**src/rtl/dpa_defs.sv**
```systemverilog
// Shared widths, frame geometry and scan-out FSM state encoding for the frame-buffer datapath.
package dpa_defs;

  localparam int unsigned AW_DEF    = 20;
  localparam int unsigned DW_DEF    = 24;
  localparam int unsigned LINE_DEF  = 256;
  localparam int unsigned DEPTH_DEF = 4;
  localparam int unsigned FRAME_PIX = LINE_DEF * LINE_DEF;

  typedef enum logic [1:0] {
    IDLE  = 2'b00,
    FETCH = 2'b01,
    DRAIN = 2'b10,
    DONE  = 2'b11
  } state_e;

endpackage

```
**src/rtl/pix_fifo.sv**
```systemverilog
// Synchronous DEPTH x DW pixel FIFO with occupancy count; head word is presented combinationally.
module pix_fifo #(
  parameter int unsigned DEPTH = 4,
  parameter int unsigned DW    = 24
) (
  input  logic                     clk,
  input  logic                     reset,
  input  logic                     push,
  input  logic [DW-1:0]            din,
  input  logic                     pop,
  output logic [DW-1:0]            dout,
  output logic [$clog2(DEPTH):0]   cnt,
  output logic                     empty
);

  localparam int unsigned PW = $clog2(DEPTH);
  localparam int unsigned CW = PW + 1;
  localparam logic [CW-1:0] FULL_CNT = CW'(DEPTH);

  logic [DW-1:0] mem_q [DEPTH];
  logic [DW-1:0] mem_d [DEPTH];
  logic [PW-1:0] wr_ptr_q, wr_ptr_d;
  logic [PW-1:0] rd_ptr_q, rd_ptr_d;
  logic [CW-1:0] cnt_q, cnt_d;
  logic          do_push, do_pop;

  always_comb begin
    do_push  = push && (cnt_q != FULL_CNT);
    do_pop   = pop && (cnt_q != '0);
    mem_d    = mem_q;
    wr_ptr_d = wr_ptr_q;
    rd_ptr_d = rd_ptr_q;
    cnt_d    = cnt_q;
    if (do_push) begin
      mem_d[wr_ptr_q] = din;
      wr_ptr_d        = wr_ptr_q + PW'(1);
    end
    if (do_pop) begin
      rd_ptr_d = rd_ptr_q + PW'(1);
    end
    case ({do_push, do_pop})
      2'b10:   cnt_d = cnt_q + CW'(1);
      2'b01:   cnt_d = cnt_q - CW'(1);
      default: cnt_d = cnt_q;
    endcase
  end

  always_ff @(posedge clk) begin
    mem_q <= mem_d;
    if (reset) begin
      wr_ptr_q <= '0;
      rd_ptr_q <= '0;
      cnt_q    <= '0;
    end else begin
      wr_ptr_q <= wr_ptr_d;
      rd_ptr_q <= rd_ptr_d;
      cnt_q    <= cnt_d;
    end
  end

  assign dout  = mem_q[rd_ptr_q];
  assign cnt   = cnt_q;
  assign empty = (cnt_q == '0);

endmodule

```
**src/rtl/fb_scanout.sv**
```systemverilog
// Frame-buffer scan-out reader: fetches one LINE x LINE frame over req/gnt and streams pixels.
// Optional FB_FRAME_CNT_EN adds a 16-bit completed-frame counter output.
module fb_scanout
  import dpa_defs::*;
#(
  parameter int unsigned AW    = AW_DEF,
  parameter int unsigned DW    = DW_DEF,
  parameter int unsigned LINE  = LINE_DEF,
  parameter int unsigned DEPTH = DEPTH_DEF
) (
  input  logic          clk,
  input  logic          reset,
  input  logic          start,
  input  logic [AW-1:0] fb_addr,
  output logic          rd_req,
  output logic [AW-1:0] rd_a,
  input  logic          rd_gnt,
  input  logic [DW-1:0] rd_q,
  output logic          pix_valid,
  input  logic          pix_ready,
  output logic [DW-1:0] pix_data,
  output logic          pix_sof,
  output logic          pix_eol,
  output logic          busy,
  output logic          done
`ifdef FB_FRAME_CNT_EN
  ,
  output logic [15:0]   frame_cnt
`endif
);

  localparam int unsigned FPIX = LINE * LINE;
  localparam int unsigned CW   = $clog2(FPIX) + 1;
  localparam int unsigned XW   = $clog2(LINE);
  localparam int unsigned PW   = $clog2(DEPTH);
  localparam int unsigned KW   = PW + 1;
  localparam logic [CW-1:0] LAST_PIX = CW'(FPIX - 1);
  localparam logic [XW-1:0] LAST_X   = XW'(LINE - 1);
  localparam logic [KW-1:0] CREDITS  = KW'(DEPTH);

  state_e        state_q, state_d;
  logic [AW-1:0] base_q, base_d;
  logic [CW-1:0] rd_cnt_q, rd_cnt_d;
  logic [CW-1:0] out_cnt_q, out_cnt_d;
  logic          inflight_q, inflight_d;

  logic          accept, xfer, last_grant, last_xfer;
  logic [KW-1:0] credit_used;
  logic [DW-1:0] fifo_dout;
  logic [PW:0]   fifo_cnt;
  logic          fifo_empty;

  pix_fifo #(
    .DEPTH(DEPTH),
    .DW   (DW)
  ) u_fifo (
    .clk  (clk),
    .reset(reset),
    .push (inflight_q),
    .din  (rd_q),
    .pop  (xfer),
    .dout (fifo_dout),
    .cnt  (fifo_cnt),
    .empty(fifo_empty)
  );

  always_ff @(posedge clk) begin
    if (reset) begin
      state_q    <= IDLE;
      base_q     <= '0;
      rd_cnt_q   <= '0;
      out_cnt_q  <= '0;
      inflight_q <= 1'b0;
    end else begin
      state_q    <= state_d;
      base_q     <= base_d;
      rd_cnt_q   <= rd_cnt_d;
      out_cnt_q  <= out_cnt_d;
      inflight_q <= inflight_d;
    end
  end

  always_comb begin
    state_d = state_q;
    unique case (state_q)
      IDLE:    if (start) state_d = FETCH;
      FETCH:   if (last_grant) state_d = DRAIN;
      DRAIN:   if (last_xfer) state_d = DONE;
      DONE:    state_d = IDLE;
      default: state_d = IDLE;
    endcase
  end

  // Credit rule: FIFO occupancy plus the one possible in-flight word never exceeds DEPTH.
  always_comb begin
    credit_used = fifo_cnt + KW'(inflight_q);
    rd_req      = (state_q == FETCH) && (credit_used < CREDITS);
    rd_a        = rd_req ? (base_q + AW'(rd_cnt_q)) : '0;
    busy        = (state_q == FETCH) || (state_q == DRAIN);
    done        = (state_q == DONE);
  end

  always_comb begin
    accept     = rd_req && rd_gnt;
    xfer       = pix_valid && pix_ready;
    last_grant = accept && (rd_cnt_q == LAST_PIX);
    last_xfer  = xfer && (out_cnt_q == LAST_PIX);
    base_d     = base_q;
    rd_cnt_d   = rd_cnt_q;
    out_cnt_d  = out_cnt_q;
    inflight_d = accept;
    if ((state_q == IDLE) && start) begin
      base_d    = fb_addr;
      rd_cnt_d  = '0;
      out_cnt_d = '0;
    end else begin
      if (accept) rd_cnt_d = rd_cnt_q + CW'(1);
      if (xfer) out_cnt_d = out_cnt_q + CW'(1);
    end
  end

  always_comb begin
    pix_valid = !fifo_empty;
    pix_data  = pix_valid ? fifo_dout : '0;
    pix_sof   = pix_valid && (out_cnt_q == '0);
    pix_eol   = pix_valid && (out_cnt_q[XW-1:0] == LAST_X);
  end

`ifdef FB_FRAME_CNT_EN
  logic [15:0] frame_cnt_q, frame_cnt_d;

  always_comb begin
    frame_cnt_d = frame_cnt_q;
    if (state_q == DONE) frame_cnt_d = frame_cnt_q + 16'd1;
  end

  always_ff @(posedge clk) begin
    if (reset) frame_cnt_q <= '0;
    else       frame_cnt_q <= frame_cnt_d;
  end

  assign frame_cnt = frame_cnt_q;
`endif

endmodule

```
**config.mk**
```make
export PLATFORM = sky130hd
export DESIGN_NAME = fb_scanout
export DESIGN_NICKNAME = d
export VERILOG_FILES = /design/src/rtl/dpa_defs.sv /design/src/rtl/pix_fifo.sv /design/src/rtl/fb_scanout.sv
export SDC_FILE = /design/constraint.sdc
export NUM_CORES = 1
export LEC_CHECK = 0
export CAP_MARGIN = 20
export CORE_MARGIN = 10
export CORE_UTILIZATION = 30
export DETAILED_ROUTE_END_ITERATION = 8
export GPL_TIMING_DRIVEN = 0
export PLACE_DENSITY = 0.6
export SYNTH_ARGS = -nofsm -noshare
export SYNTH_HDL_FRONTEND = slang
export SYNTH_SLANG_ARGS = --single-unit
```
**constraint.sdc**
```tcl
create_clock -name clk -period 4.3 [get_ports clk]
set_input_delay 0.43 -clock clk [delete_from_list [all_inputs] [get_ports clk]]
set_output_delay 0.43 -clock clk [all_outputs]
set_load 0.03 [all_outputs]
```
==> impl_metrics.ini, run 1 <==
[final_layout]
layout_common_cells = clkdlybuf4s50_1, edfxtp_1, nand2_1, dfxtp_1, nor2_1
num_antenna_cells = 0
mostFrequentLayoutCell = clkdlybuf4s50_1
core_utilization_of_the_finished_layout_pct = 38.8
drive_above_1_share_pct = 9.43
area_growth_syn_to_layout_pct = 27.8
fin_nets = 865

[synth]
synth_ff_type = edfxtp_1
synth_fp_nets = 743
synth_enable_flop_cells = 96
synth.top_cells.by_area = edfxtp_1, dfxtp_1, mux4_2
synth_area_um2 = 7610
ys.warnings.count = 0
async_flop_share_pct = 0
post_synth_inst_count = 660
post_synth.cell_area_avg_um2 = 11.5
post_synth_num_cell_types = 61
synth-seq-cells = 160
yosysTopAreaCellShare_pct = 37.9
yosysTopAreaCell = edfxtp_1
seq_area_frac_synth_pct = 54.7

[cts]
cts.repair.resized = 0
cts_hold_repair.buffers = 0
cts-root-to-sink-buffers = 2
clock_latency_ps = 430
numClockSinks = 160
post_cts_buffers = 0
cts_htree_levels = 4
clock_tree.root_cell = clkbuf_16
worst_setup_hold_path_clk_slew_ps = 70
cts_tree = yes
cts_inserted_buffers = 17

[global_routing]
grt_use_total_pct = 11.5
first_global_vias = 5391
grt_first_pass_wirelength_mm = 29.0
grt_util_met2_pct = 18.6
antenna_found_initial = 1
maximum_number_of_pins_on_one_net_before_global_route_repair = 21
grt_overflow_total = 0
global_route.usage.met3_pct = 3.50
top_usage_layer = met2
grt_use_met1_pct = 14.6

[sta]
final.period_utilization_pct = 93.7
maxSlewViolCount = 0
setup_viol = 0
final.hold.worst_slack_ps = 465
final.setup_skew_ps = 14.8
fin_crit_ps = 4030
totalNegativeSetupSlack_ps = 0
rsz0062_at_grt = no
max_slew.worst_pin.slew_ps = 831
slew_headroom_pct = 44.6
fmax_mhz = 248
report.final.hold_viol_count = 0

[setup_path]
critPathSlowestCell = clkdlybuf4s50_1
crit_path_start_kind = register
critPathMaxFanout = 6
crit_required_ps = 3870
critPathBufInv = 1
arrival_ps = 3600
cp_cell_sequence = ha_1 -> fa_1 -> a21o_1 -> a221oi_4 -> a31oi_4 -> or4b_1 -> nand3_1 -> clkdlybuf4s50_1
critPathTopFamily = compound AO/OA/AOI/OAI gates
crit_type = register to output pin
worst_setup_path_end_kind = output pin
worst_path_largest_cell_delay_ps = 680

[routing]
drt-initial-drc-count = 270
avgViaCountPerCell = 4.74
detailedRoute.firstPassIterationCount = 4
route.vias.total = 5330
detail_route.drc_violations = 0
finalWirelength_mm = 17.9
wire_per_inst_um = 15.9
ant_nets = 0

[floorplanning]
dieHeight_um = 179
die_area_um2 = 32100
floorplan.initialDensity_pct = 30.4
fp.coreArea_um2 = 25000
placementRows = 58
boundaryPins = 99
die_extent_in_x_um = 179

[place]
globalplace.congestion = 0.828
detailedPlacementHpwl_mm = 12.9
buffer_ports.inserted = 98

[status]
status = finished clean

[pwr]
vdd_drop_max_mv = 0.270
fin_total_pwr_mw = 4.69
power_leakage_nw = 3.23
power_per_cell_area_nw_per_um2 = 482

[job]
drv_cap = 0

[hold_path]
min-delay-path-class = register to register
==> synth_stat cells (4+ instances only) <==
cell type and number:
nor2b_1 24, xnor2_1 21, a211oi_1 5, and4_1 6, and3_1 4, or3_1 4
o21a_1 7, o21ai_0 13, buf_2 4, mux4_2 24, xor2_1 18, clkbuf_1 22
ha_1 32, mux2i_1 5, a21o_1 5, nand2_1 71, nor3_1 26, nand4_1 11
a21oi_1 42, nor2_1 54, dfxtp_1 64, nand3_1 13, edfxtp_1 96, and2_1 10
nor4_1 10, inv_1 23
==> flip-flops by register name (all words and copies together), names as in the netlist <==
signal and count:
u_fifo.mem_q 96, base_q 20, out_cnt_q 17, rd_cnt_q 17, u_fifo.cnt 3, state_q 2, u_fifo.rd_ptr_q 2, u_fifo.wr_ptr_q 2
inflight_q 1
==> path summary, 6_finish.rpt <==
| path | start | end | slack [ps] | cells past startpoint |
|---|---|---|---|---|
| max reg2reg | rd_cnt_q[7] | state_q[0] | 1890 | 9 |
| min reg2reg | base_q[8] | base_q[8] | 460 | 2 |
| min | base_q[8] | base_q[8] | 460 | 2 |
| max | rd_cnt_q[0] | rd_a[16] | 270 | 8 |
==> layer usage <==
| metal | wire length, um | vias to the layer above | share of wire [%] |
|---|---|---|---|
| met1 | 8150 | 2542 | 46 |
| li1 | - | 2665 | - |
| met2 | 8470 | 111 | 47 |
| met4 | 99 | 2 | 0.55 |
| met5 | 13 | - | 0.073 |
| met3 | 1170 | 10 | 6.5 |
==> worst register-to-register path, delay by kind of cell (launching register included) <==
family | cells | cell delay, ps
flops | 1 | 460
fa+ha+maj | 1 | 150
simple gates | 5 | 1220
compound gates | 3 | 450
==> report_power, final <==
part | switching [mW] | internal (mW)
combinational | 0.819 | 0.544
clock | 0.757 | 0.805
sequential | 0.0588 | 1.70
total | 1.63 | 3.05
==> cell type report <==
class,count,area (um2)
Fill cell,2421,15300
Sequential cell,160,4160
Multi-Input combinational cell,448,3240
Timing Repair Buffer,103,1090
Clock buffer,17,425
Tap cell,330,413
Clock inverter,15,189
Buffer,28,114
Inverter,24,90.1
==> metrics by stage <==
stage	worst slack, ps	cells	instance area (um2)
after floorplan	1410	660	7610
after global placement	703	1088	9000
after detailed placement	722	1092	9100
after CTS	232	1124	9720
after global routing	75.4	1125	9720
final	271	1125	9720
==> kinds of logic (layout without fill, tap and decap cells) <==
family	count (synthesis)	after routing	synth area share, %
AOI/OAI and AO/OA	99	99	8.55
xor gates and xnor gates	39	39	4.49
adders and majority gates	34	34	5.79
buffers and inverters	52	187	2.68
DFF	160	160	54.7
muxes	29	29	7.76
and+or+nand+nor	247	247	16.0
Power figures use the tool's default switching activity.
==> inputs of run 2 (changes only) <==
--- a/config.mk
+++ b/config.mk
@@ -8,6 +8,7 @@
 export CAP_MARGIN = 20
 export CORE_MARGIN = 10
 export CORE_UTILIZATION = 30
+export CTS_BUF_LIST = sky130_fd_sc_hd__clkbuf_8
 export DETAILED_ROUTE_END_ITERATION = 8
 export GPL_TIMING_DRIVEN = 0
 export PLACE_DENSITY = 0.6
==> impl_metrics.ini, run 2 (same netlist as run 1, synthesis figures left out) <==
[place]
detailedPlacementHpwl_mm = 12.9
dp_cells = 1092
dp_worst_setup_slack_ps = 722
globalplace.congestion = 0.828
buffer_ports.inserted = 98

[setup_path]
worst_setup_path_end_kind = output pin
critPathSlowestCell = clkdlybuf4s50_1
crit_type = register to output pin
critPathMaxFanout = 6
arrival_ps = 3640
cp_cell_sequence = ha_1 -> fa_1 -> a21o_1 -> a221oi_4 -> a31oi_4 -> or4b_1 -> nand3_1 -> clkdlybuf4s50_1
critPathTopFamily = compound AO/OA/AOI/OAI gates
critPathBufInv = 1
crit_path_start_kind = register
crit_required_ps = 3870
worst_path_largest_cell_delay_ps = 680
reg2reg_slack_ps = 1860

[final_layout]
final_cell_count_no_fill = 1125
reg_top3 = u_fifo.mem_q: 96 flops, base_q: 20 flops
num_antenna_cells = 0
area_growth_syn_to_layout_pct = 25.3
mostFrequentLayoutCell = clkdlybuf4s50_1
regMostFlops = u_fifo.mem_q
layout_common_cells = clkdlybuf4s50_1, edfxtp_1, nand2_1, dfxtp_1, nor2_1
drive_above_1_share_pct = 9.43
largest_register_ffs = 96
fin_nets = 865

[floorplanning]
fp.coreArea_um2 = 25000
boundaryPins = 99
die_extent_in_x_um = 179
dieHeight_um = 179
die_area_um2 = 32100
floorplan.initialDensity_pct = 30.4
placementRows = 58

[cts]
numClockSinks = 160
cts_hold_repair.buffers = 0
cts_inserted_buffers = 17
cts_tree = yes
clock_latency_ps = 470
cts.repair.resized = 0
cts-root-to-sink-buffers = 2
worst_setup_hold_path_clk_slew_ps = 100
cts_htree_levels = 4
clock_tree.root_cell = clkbuf_8
post_cts_buffers = 0

[routing]
route.vias.total = 5320
avgViaCountPerCell = 4.73
ant_nets = 0
drt-initial-drc-count = 321
finalWirelength_mm = 17.8
wire_per_inst_um = 15.8
detailedRoute.firstPassIterationCount = 4
detail_route.drc_violations = 0

[sta]
setup_viol = 0
maxSlewViolCount = 0
final.period_utilization_pct = 94.7
fmax_mhz = 246
final.setup.worst_slack_ps = 230
max_slew.worst_pin.slew_ps = 807
final.setup_skew_ps = 28.4
slew_headroom_pct = 46.2
report.final.hold_viol_count = 0
fin_crit_ps = 4070
rsz0062_at_grt = no
totalNegativeSetupSlack_ps = 0

[global_routing]
maximum_number_of_pins_on_one_net_before_global_route_repair = 21
antenna_found_initial = 1
grt_use_total_pct = 11.4
grt_overflow_total = 0
grt_first_pass_wirelength_mm = 28.8
first_global_vias = 5387

[status]
status = finished clean

[hold_path]
min-delay-path-class = register to register

[pwr]
vdd_drop_max_mv = 0.303
power_per_cell_area_nw_per_um2 = 450
power_leakage_nw = 3.14

[job]
drv_cap = 0
## run 2: cell counts in the layout (fill, tap and decap cells not counted)
No cell type changed its count.
## run 2: worst register-to-register path, delay by kind of cell (launching register included)
| family | cells | cell delay, ps |
|---|---|---|
| compound gates | 3 | 450 |
| fa+ha+maj | 1 | 150 |
| flops | 1 | 490 |
| simple gates | 5 | 1230 |
## run 2: layer usage
metal  up-vias  GRT usage [%]  wire length [um]
met5         -              0                14
met4         2           2.87               173
met3        17           3.50              1130
met2       111           18.5              8450
met1      2528           14.4              7990
li1       2662              -                 -
## run 2: path summary, 6_finish.rpt
check / start / endpoint / cells after the start
worst max-delay path: rd_cnt_q[0] / rd_a[16] / 8
worst min-delay path: base_q[8] / base_q[8] / 2
worst max register to register: rd_cnt_q[7] / state_q[0] / 9
worst min register to register: base_q[8] / base_q[8] / 2
## run 2: final cells by class
class / instances / area [um2]
Inverter: 24 / 90.1
Sequential cell: 160 / 4160
Fill cell: 2444 / 15500
Clock buffer: 17 / 234
Clock inverter: 15 / 189
Multi-Input combinational cell: 448 / 3240
Buffer: 28 / 114
Tap cell: 330 / 413
Timing Repair Buffer: 103 / 1090
## run 2: report_power, final
group	total [mW]	switching (mW)	internal, mW
clock	1.17	0.704	0.463
combinational	1.36	0.817	0.544
sequential	1.76	0.0583	1.70
total	4.29	1.58	2.71
## run 2: metrics by stage
stage | utilization [%] | hold slack (ps) | cell area, um2 | total power [mW]
final | 38.1 | 468 | 9530 | 4.29
after detailed placement | 36.4 | 457 | 9100 | 3.18
after CTS | 38.0 | 467 | 9520 | 4.36
after global placement | 36.0 | 449 | 9000 | 3.17
after floorplan | - | 441 | 7610 | 2.65
after global routing | 38.1 | 479 | 9530 | 4.54
==> inputs of run 3 (changes only) <==
--- a/config.mk
+++ b/config.mk
@@ -11,6 +11,7 @@
 export CTS_BUF_LIST = sky130_fd_sc_hd__clkbuf_8
 export DETAILED_ROUTE_END_ITERATION = 8
 export GPL_TIMING_DRIVEN = 0
+export MAX_ROUTING_LAYER = met4
 export PLACE_DENSITY = 0.6
 export SYNTH_ARGS = -nofsm -noshare
 export SYNTH_HDL_FRONTEND = slang
==> impl_metrics.ini, run 3 (same netlist as run 1, synthesis figures left out) <==
[pwr]
vdd_drop_max_mv = 0.305
power_leakage_nw = 3.14
fin_total_pwr_mw = 4.30
power_per_cell_area_nw_per_um2 = 451

[floorplanning]
placementRows = 58
floorplan.initialDensity_pct = 30.4
fp.coreArea_um2 = 25000
boundaryPins = 99
dieHeight_um = 179
die_extent_in_x_um = 179
die_area_um2 = 32100

[sta]
rsz0062_at_grt = no
totalNegativeSetupSlack_ps = 0
final.setup_skew_ps = 24.8
setup_viol = 0
max_slew.worst_pin.slew_ps = 803
final.period_utilization_pct = 94.6
fmax_mhz = 246
fin_crit_ps = 4070
maxSlewViolCount = 0
slew_headroom_pct = 46.5
report.final.hold_viol_count = 0

[global_routing]
top_usage_layer = met2
antenna_found_initial = 1
global_route.usage.met3_pct = 2.95
maximum_number_of_pins_on_one_net_before_global_route_repair = 21
grt_use_met1_pct = 14.8
grt_util_met2_pct = 18.4
grt_overflow_total = 0
first_global_vias = 5387
grt_use_total_pct = 11.7
grt_first_pass_wirelength_mm = 28.8

[setup_path]
reg2reg_slack_ps = 1880
critPathMaxFanout = 6
crit_required_ps = 3870
crit_path_start_kind = register
reg2reg_to = state_q[0]
worst_setup_path_end_kind = output pin
timing.reg2reg.worst_path_depth = 9
worstSetupStartpoint = rd_cnt_q[0]
regToRegStartpoint = rd_cnt_q[7]
crit_type = register to output pin
arrival_ps = 3640

[routing]
wire_per_inst_um = 15.8
ant_nets = 0
drt-initial-drc-count = 266
detail_route.drc_violations = 0
route.vias.total = 5309
detailedRoute.firstPassIterationCount = 5
avgViaCountPerCell = 4.71
finalWirelength_mm = 17.8

[final_layout]
largest_register_ffs = 96
core_utilization_of_the_finished_layout_pct = 38.1
layout_common_cells = clkdlybuf4s50_1, edfxtp_1, nand2_1, dfxtp_1, nor2_1
area_growth_syn_to_layout_pct = 25.3
design_area_um2 = 9530
mostFrequentLayoutCell = clkdlybuf4s50_1
regMostFlops = u_fifo.mem_q
fin_nets = 865
reg_top3 = u_fifo.mem_q: 96 flops, base_q: 20 flops
drive_above_1_share_pct = 9.43

[cts]
cts_inserted_buffers = 17
clock_latency_ps = 470
cts_tree = yes
cts_hold_repair.buffers = 0
cts.repair.resized = 0
numClockSinks = 160
clock_tree.root_cell = clkbuf_8
worst_setup_hold_path_clk_slew_ps = 100
cts_htree_levels = 4
cts-root-to-sink-buffers = 2
post_cts_buffers = 0

[hold_path]
hold_path.startpoint = base_q[8]
min-delay-path-class = register to register
worst_case_hold_path_end_point = base_q[8]
whs_path_depth = 2

[place]
buffer_ports.inserted = 98
globalplace.congestion = 0.840
dpl_cell_area_um2 = 9100
detailedPlacementHpwl_mm = 12.9

[job]
drv_cap = 0

[status]
status = finished clean
==> run 3: cell types whose count changed in the layout (fill, tap and decap cells not counted) <==
cell     change
diode_2      +1
==> run 3: where the power goes <==
| group | leakage, nW | switching [mW] | total, mW | internal, mW |
|---|---|---|---|---|
| Clock | 0.213 | 0.706 | 1.17 | 0.463 |
| Combinational | 1.55 | 0.821 | 1.37 | 0.544 |
| Sequential | 1.38 | 0.0586 | 1.76 | 1.70 |
| Total | 3.14 | 1.59 | 4.30 | 2.71 |
==> run 3: worst max-delay path, cell delays in order, from the launching register on <==
cell and delay (ps):
dfxtp_1 400, ha_1 260, fa_1 410, a21o_1 210, a221oi_4 380, a31oi_4 180, or4b_1 550, nand3_1 110
clkdlybuf4s50_1 680
==> run 3: cell type report <==
cell class	instances	area (um2)
antenna	1	2.50
buffer	28	114
clock buffer	17	234
clock inverter	15	189
fill	2443	15500
inverter	24	90.1
multi-input combinational	448	3240
sequential	160	4160
tap	330	413
timing repair buffer	103	1090
==> run 3: metrics by stage <==
stage	setup WS, ps	hold slack [ps]	cells
2_1_floorplan	1410	441	660
4_1_cts	174	467	1124
3_3_place_gp	703	449	1088
3_5_place_dp	722	457	1092
6_report	232	468	1126
5_1_grt	19.9	478	1126
==> run 3: worst max path at each step <==
stage | end | slack (ps) | cells past startpoint
floorplan | rd_a[14] | 1410 | 7
global placement | rd_a[16] | 700 | 8
detailed placement | rd_a[16] | 720 | 8
CTS | rd_a[16] | 170 | 8
global route | rd_a[16] | 20 | 8
finish | rd_a[16] | 230 | 8
==> run 3: metal layers <==
metal	vias to the layer above	part of all wire, %
li1	2661	-
met1	2526	47
met2	110	47
met3	12	4.9
met4	0	0.81
met5	-	0
